<file path="src/rtl/message_forwarder.sv">
// message_forwarder
// Merges transit traffic from the receive side with locally originated
// messages onto one outbound GT link. Transit messages pass through a small
// FIFO; transit messages addressed to this FPGA are dropped and counted.
// One output register, refilled from either source with round-robin
// arbitration on ties.
//
// Handshake rule for every port: a message moves only in a cycle where valid
// and ready are both 1 at the rising clock edge. A valid source keeps its data
// stable until that edge.
module message_forwarder #(
    parameter int GT_FIFO_SIZE = 64,
    parameter int FPGA_ID      = 1,
    parameter int FWD_DEPTH    = 4,
    parameter int MSG_DEST_MSB = GT_FIFO_SIZE - 1,
    parameter int MSG_DEST_LSB = GT_FIFO_SIZE - 8
) (
    input  logic                    clk,
    input  logic                    reset,
    input  logic [GT_FIFO_SIZE-1:0] fwd_data,
    input  logic                    fwd_valid,
    output logic                    fwd_ready,
    input  logic [GT_FIFO_SIZE-1:0] local_data,
    input  logic                    local_valid,
    output logic                    local_ready,
    output logic [GT_FIFO_SIZE-1:0] out_data,
    output logic                    out_valid,
    input  logic                    out_ready,
    output logic                    router_busy,
    output logic [7:0]              drop_count,
    output logic                    dbg_out_full
);

    localparam int PTR_W  = $clog2(FWD_DEPTH);
    localparam int CNT_W  = PTR_W + 1;
    localparam int DEST_W = MSG_DEST_MSB - MSG_DEST_LSB + 1;
    localparam logic [DEST_W-1:0] MY_ID = DEST_W'(FPGA_ID);

    typedef enum logic {
        EMPTY = 1'b0,
        FULL  = 1'b1
    } out_state_t;

    out_state_t              state;
    logic                    last_local;   // 1: last grant went to the local source
    logic [GT_FIFO_SIZE-1:0] mem [FWD_DEPTH];
    logic [PTR_W-1:0]        wr_ptr;
    logic [PTR_W-1:0]        rd_ptr;
    logic [CNT_W-1:0]        count;

    logic fwd_accept;
    logic drop_hit;
    logic push;
    logic pop;
    logic load_en;
    logic fifo_cand;
    logic grant_fwd;
    logic grant_local;

    // Forward-side acceptance depends on registered occupancy only
    assign fwd_ready  = (count < CNT_W'(FWD_DEPTH));
    assign fwd_accept = fwd_valid & fwd_ready;
    assign drop_hit   = fwd_accept & (fwd_data[MSG_DEST_MSB:MSG_DEST_LSB] == MY_ID);
    assign push       = fwd_accept & ~drop_hit;

    // Arbitration: the output register may take a new message when empty or draining
    assign load_en     = (state == EMPTY) | out_ready;
    assign fifo_cand   = (count != '0);
    assign grant_fwd   = load_en & fifo_cand & (~local_valid | last_local);
    assign grant_local = load_en & local_valid & (~fifo_cand | ~last_local);
    assign pop         = grant_fwd;
    assign local_ready = grant_local;

    assign out_valid    = (state == FULL);
    assign router_busy  = fifo_cand | out_valid;
    assign dbg_out_full = (state == FULL);

    // FIFO storage; contents are don't-care until the pointers say otherwise
    always_ff @(posedge clk) begin
        if (push) begin
            mem[wr_ptr] <= fwd_data;
        end
    end

    // FIFO pointers and occupancy; pointers wrap naturally (depth is a power of 2)
    always_ff @(posedge clk or negedge reset) begin
        if (!reset) begin
            wr_ptr <= '0;
            rd_ptr <= '0;
            count  <= '0;
        end else begin
            if (push) begin
                wr_ptr <= wr_ptr + PTR_W'(1);
            end
            if (pop) begin
                rd_ptr <= rd_ptr + PTR_W'(1);
            end
            case ({push, pop})
                2'b10:   count <= count + CNT_W'(1);
                2'b01:   count <= count - CNT_W'(1);
                default: count <= count;
            endcase
        end
    end

    // Saturating count of transit messages that were addressed to us
    always_ff @(posedge clk or negedge reset) begin
        if (!reset) begin
            drop_count <= 8'd0;
        end else if (drop_hit && (drop_count != 8'hff)) begin
            drop_count <= drop_count + 8'd1;
        end
    end

    // Output register FSM: load the granted source, hold while stalled
    always_ff @(posedge clk or negedge reset) begin
        if (!reset) begin
            state      <= EMPTY;
            out_data   <= '0;
            last_local <= 1'b1;   // forward wins the first tie
        end else if (load_en) begin
            if (grant_fwd) begin
                out_data   <= mem[rd_ptr];
                state      <= FULL;
                last_local <= 1'b0;
            end else if (grant_local) begin
                out_data   <= local_data;
                state      <= FULL;
                last_local <= 1'b1;
            end else begin
                state <= EMPTY;
            end
        end
    end

endmodule

</file>
<file path="config.mk">
export PLATFORM = sky130hd
export DESIGN_NAME = message_forwarder
export DESIGN_NICKNAME = d
export VERILOG_FILES = /design/src/rtl/message_forwarder.sv
export SDC_FILE = /design/constraint.sdc
export NUM_CORES = 1
export LEC_CHECK = 0
export ABC_AREA = 1
export BUFFER_PORTS_ARGS = -buffer_cell sky130_fd_sc_hd__buf_2
export CAP_MARGIN = 20
export CORE_MARGIN = 3
export CORE_UTILIZATION = 61
export CTS_CLUSTER_DIAMETER = 80
export DETAILED_ROUTE_END_ITERATION = 16
export GPL_ROUTABILITY_DRIVEN = 0
export PLACE_DENSITY = 0.95
export SYNTH_ARGS = -nofsm -noshare
export SYNTH_HDL_FRONTEND = slang
export SYNTH_SLANG_ARGS = --single-unit
</file>
<file path="constraint.sdc">
create_clock -name clk -period 7.2 [get_ports clk]
set_input_delay 2.16 -clock clk [delete_from_list [all_inputs] [get_ports clk]]
set_output_delay 2.16 -clock clk [all_outputs]
set_load 0.03 [all_outputs]
</file>
==> impl_metrics.sql <==
INSERT INTO impl_metrics (metric_group, metric, value, unit) VALUES
('clocking', 'post-cts-setup-buffer-count', '0', ''),
('die', 'die_h', '158', 'um'),
('timing', 'setup_tns', '0', 'ns'),
('global_route', 'grt_pass1_vias', '10357', ''),
('power', 'switching_share', '0.388', ''),
('synthesis', 'synth_area_in_adders', '0.00673', ''),
('die', 'floorplan.initialDensity', '0.623', ''),
('die', 'num_io_pins', '210', ''),
('layout', 'stdcell_area', '0.0165', 'mm^2'),
('synthesis', 'synthArstFlopShare', '0.240', ''),
('global_route', 'grt_pass1_wl', '52600', 'um'),
('synthesis', 'synth-compound-area-share', '0.00230', ''),
('synthesis', 'synth.distinct_cells', '25', ''),
('synthesis', 'yosys_warnings', '0', ''),
('power', 'combinationalPowerShare', '0.351', ''),
('layout', 'drive_gt1_frac', '0.181', ''),
('power', 'seq_power_share', '0.389', ''),
('setup_path', 'worst_ep_arrival_time', '2.99', 'ns'),
('synthesis', 'synth-seq-area-share', '0.687', ''),
('synthesis', 'yosys_register_bits', '337', ''),
('timing', 'layout_setup_ws', '2.05', 'ns'),
('synthesis', 'post_synth_most_frequent_cells', 'sky130_fd_sc_hd__nand2_1 (625), sky130_fd_sc_hd__edfxtp_1 (256), sky130_fd_sc_hd__nand3_1 (201), sky130_fd_sc_hd__inv_1 (94), sky130_fd_sc_hd__dfrtp_1 (80)', ''),
('detailed_routing', 'remaining_drc_errors', '0', ''),
('die', 'floorplan.die_area', '0.0250', 'mm^2'),
('timing', 'worst_slew_margin_rel', '0.243', ''),
('detailed_routing', 'drt-vias-per-instance', '5.69', ''),
('status', 'outcome', 'finished, final reports clean', ''),
('layout', 'finalNonFillerCells', '1877', ''),
('placed_design', 'dpl.cell_count', '1809', ''),
('placed_design', 'place.port_buffers', '209', ''),
('synthesis', 'synth.top_cells.by_area', 'sky130_fd_sc_hd__edfxtp_1 (54%), sky130_fd_sc_hd__nand2_1 (17%), sky130_fd_sc_hd__dfrtp_1 (14%)', ''),
('layout', 'fillCellCount', '1445', ''),
('setup_path', 'cp-end-kind', 'output port', ''),
('clocking', 'clock_sinks', '337', ''),
('synthesis', 'dominant_combinational_cell_family_by_area_after_synthesis', 'simple AND/OR/NAND/NOR gates', ''),
('power', 'p_leak', '0.00746', 'uW'),
('timing', 'hold_viol_final', '0', ''),
('synthesis', 'net_count_after_synthesis', '1513', ''),
('setup_path', 'crit_type', 'in2out', ''),
('timing', 'slew_viol_final', '0', ''),
('power', 'fin_total_pwr', '7050', 'uW'),
('detailed_routing', 'drt-wirelength-per-cell', '18.5', 'um'),
('clocking', 'tritoncts', 'built', ''),
('clocking', 'clk_path_buf_depth', '3', ''),
('clocking', 'clock_transition_at_the_registers_of_the_reported_paths', '0.06', 'ns'),
('power', 'power.density_cell_area', '427', 'mW/mm^2'),
('power', 'vdd.ir_drop.worst', '265', 'uV'),
('power', 'power.internal', '4310', 'uW'),
('setup_path', 'startpoint_type', 'input pin', ''),
('detailed_routing', 'first_pass_iters', '6', ''),
('job', 'max_cap_viol_count', '0', ''),
('layout', 'design.final.nets', '1700', ''),
('clocking', 'cts_resized', '0', ''),
('detailed_routing', 'vias', '10676', ''),
('synthesis', 'leading_area_contributor_after_synthesis', 'sky130_fd_sc_hd__edfxtp_1', ''),
('synthesis', 'yosys-mux-area-fraction', '0', ''),
('die', 'die_w', '158', 'um'),
('clocking', 'clockRootBuffer', 'sky130_fd_sc_hd__clkbuf_16', ''),
('layout', 'multi_input_comb_area', '0.00369', 'mm^2'),
('power', 'clk_network_pwr_share', '0.260', ''),
('timing', 'setup-violations-final', '0', ''),
('synthesis', 'synthCells', '1373', ''),
('timing', 'clock.fmax', '0.194', 'GHz'),
('global_route', 'grt_util_all_layers', '0.269', ''),
('synthesis', 'synth_edf_count', '256', ''),
('layout', 'sequential_standard_cell_area', '0.00972', 'mm^2'),
('detailed_routing', 'finalWirelength', '34700', 'um'),
('synthesis', 'syn_avg_cell_area', '10.3', 'um^2'),
('placed_design', 'placement.cell_area', '0.0153', 'mm^2'),
('power', 'p_sw', '2730', 'uW'),
('detailed_routing', 'antenna_violating_nets_post_route', '0', '');
==> critical path, cell delays in order <==
cell	delay, ns
sky130_fd_sc_hd__buf_2	0.07
sky130_fd_sc_hd__inv_1	0.03
sky130_fd_sc_hd__nand2_1	0.17
sky130_fd_sc_hd__nand2_1	0.12
sky130_fd_sc_hd__o21bai_1	0.19
sky130_fd_sc_hd__inv_1	0.06
sky130_fd_sc_hd__buf_2	0.18
==> per-layer routing <==
layer,vias to the layer above,global-route usage,share of wire
met2,659,0.456,0.50
met3,115,0.0590,0.092
met5,-,0,0.0014
met4,8,0.115,0.039
li1,4854,-,-
met1,5040,0.337,0.37
==> power groups by stage <==
stage / Sequential [uW] / Combinational (uW) / Clock [uW]
after CTS: 2740 / 2450 / 1840
after global placement: 2740 / 2290 / 0
after floorplan: 3100 / 1400 / 0
final: 2740 / 2470 / 1830
after global routing: 2780 / 2710 / 1920
after detailed placement: 2760 / 2420 / 0
==> cells in the final DEF, fill, tap and decap left out, drive strengths merged <==
cell type,count
o21bai,1
dfrtp,80
inv,97
nand3b,1
o21ai,4
clkbuf,43
a21oi,1
dfstp,1
xor2,5
buf,222
or2,1
xnor2,3
edfxtp,256
nor2,15
diode,6
nand3,202
nand2,628
fa,1
bufinv,5
clkinv,14
ha,6
==> worst paths after layout <==
| kind | start | to | slack (ns) | depth (start not counted) |
|---|---|---|---|---|
| min in group asynchronous | reset | out_data[60]$_DFFE_PN0P_ | 1.64 | 1 |
| hold reg to reg | out_data[23]$_DFFE_PN0P_ | out_data[23]$_DFFE_PN0P_ | 0.47 | 2 |
| setup / recovery | out_ready | local_ready | 2.05 | 7 |
| max in group asynchronous | reset | out_data[2]$_DFFE_PN0P_ | 4.53 | 2 |
| setup reg to reg | count[2]$_DFFE_PN0P_ | mem[0][20]$_DFFE_PP_ | 4.27 | 4 |
| hold / removal | out_data[23]$_DFFE_PN0P_ | out_data[23]$_DFFE_PN0P_ | 0.47 | 2 |
==> cell type report <==
class	count	share of cell area
Antenna cell	6	0.000910
Clock buffer	43	0.0575
Clock inverter	19	0.0130
Inverter	97	0.0222
Multi-Input combinational cell	868	0.224
Sequential cell	337	0.589
Tap cell	285	0.0216
Timing Repair Buffer	222	0.0715
==> registers in the layout, summed over array words and instances, names as in the netlist <==
register,count
dbg_out_full,1
mem,256
rd_ptr,2
count,3
drop_count,8
out_data,64
last_local,1
wr_ptr,2
==> through the flow <==
| step | hold slack, ns | utilization |
|---|---|---|
| global route | 0.494 | 0.726 |
| global placement | 0.456 | 0.672 |
| detailed placement | 0.459 | 0.674 |
| floorplan | 0.466 | - |
| CTS | 0.477 | 0.726 |
| finish | 0.475 | 0.726 |
==> kinds of logic after synthesis <==
kind of cell | count (synthesis)
buffers and inverters | 168
flip-flops | 337
adder cells (fa/ha/maj) | 7
AND/OR/NAND/NOR | 847
AO/OA/AOI/OAI | 6
XOR/XNOR | 8
Power figures use the tool's default switching activity.
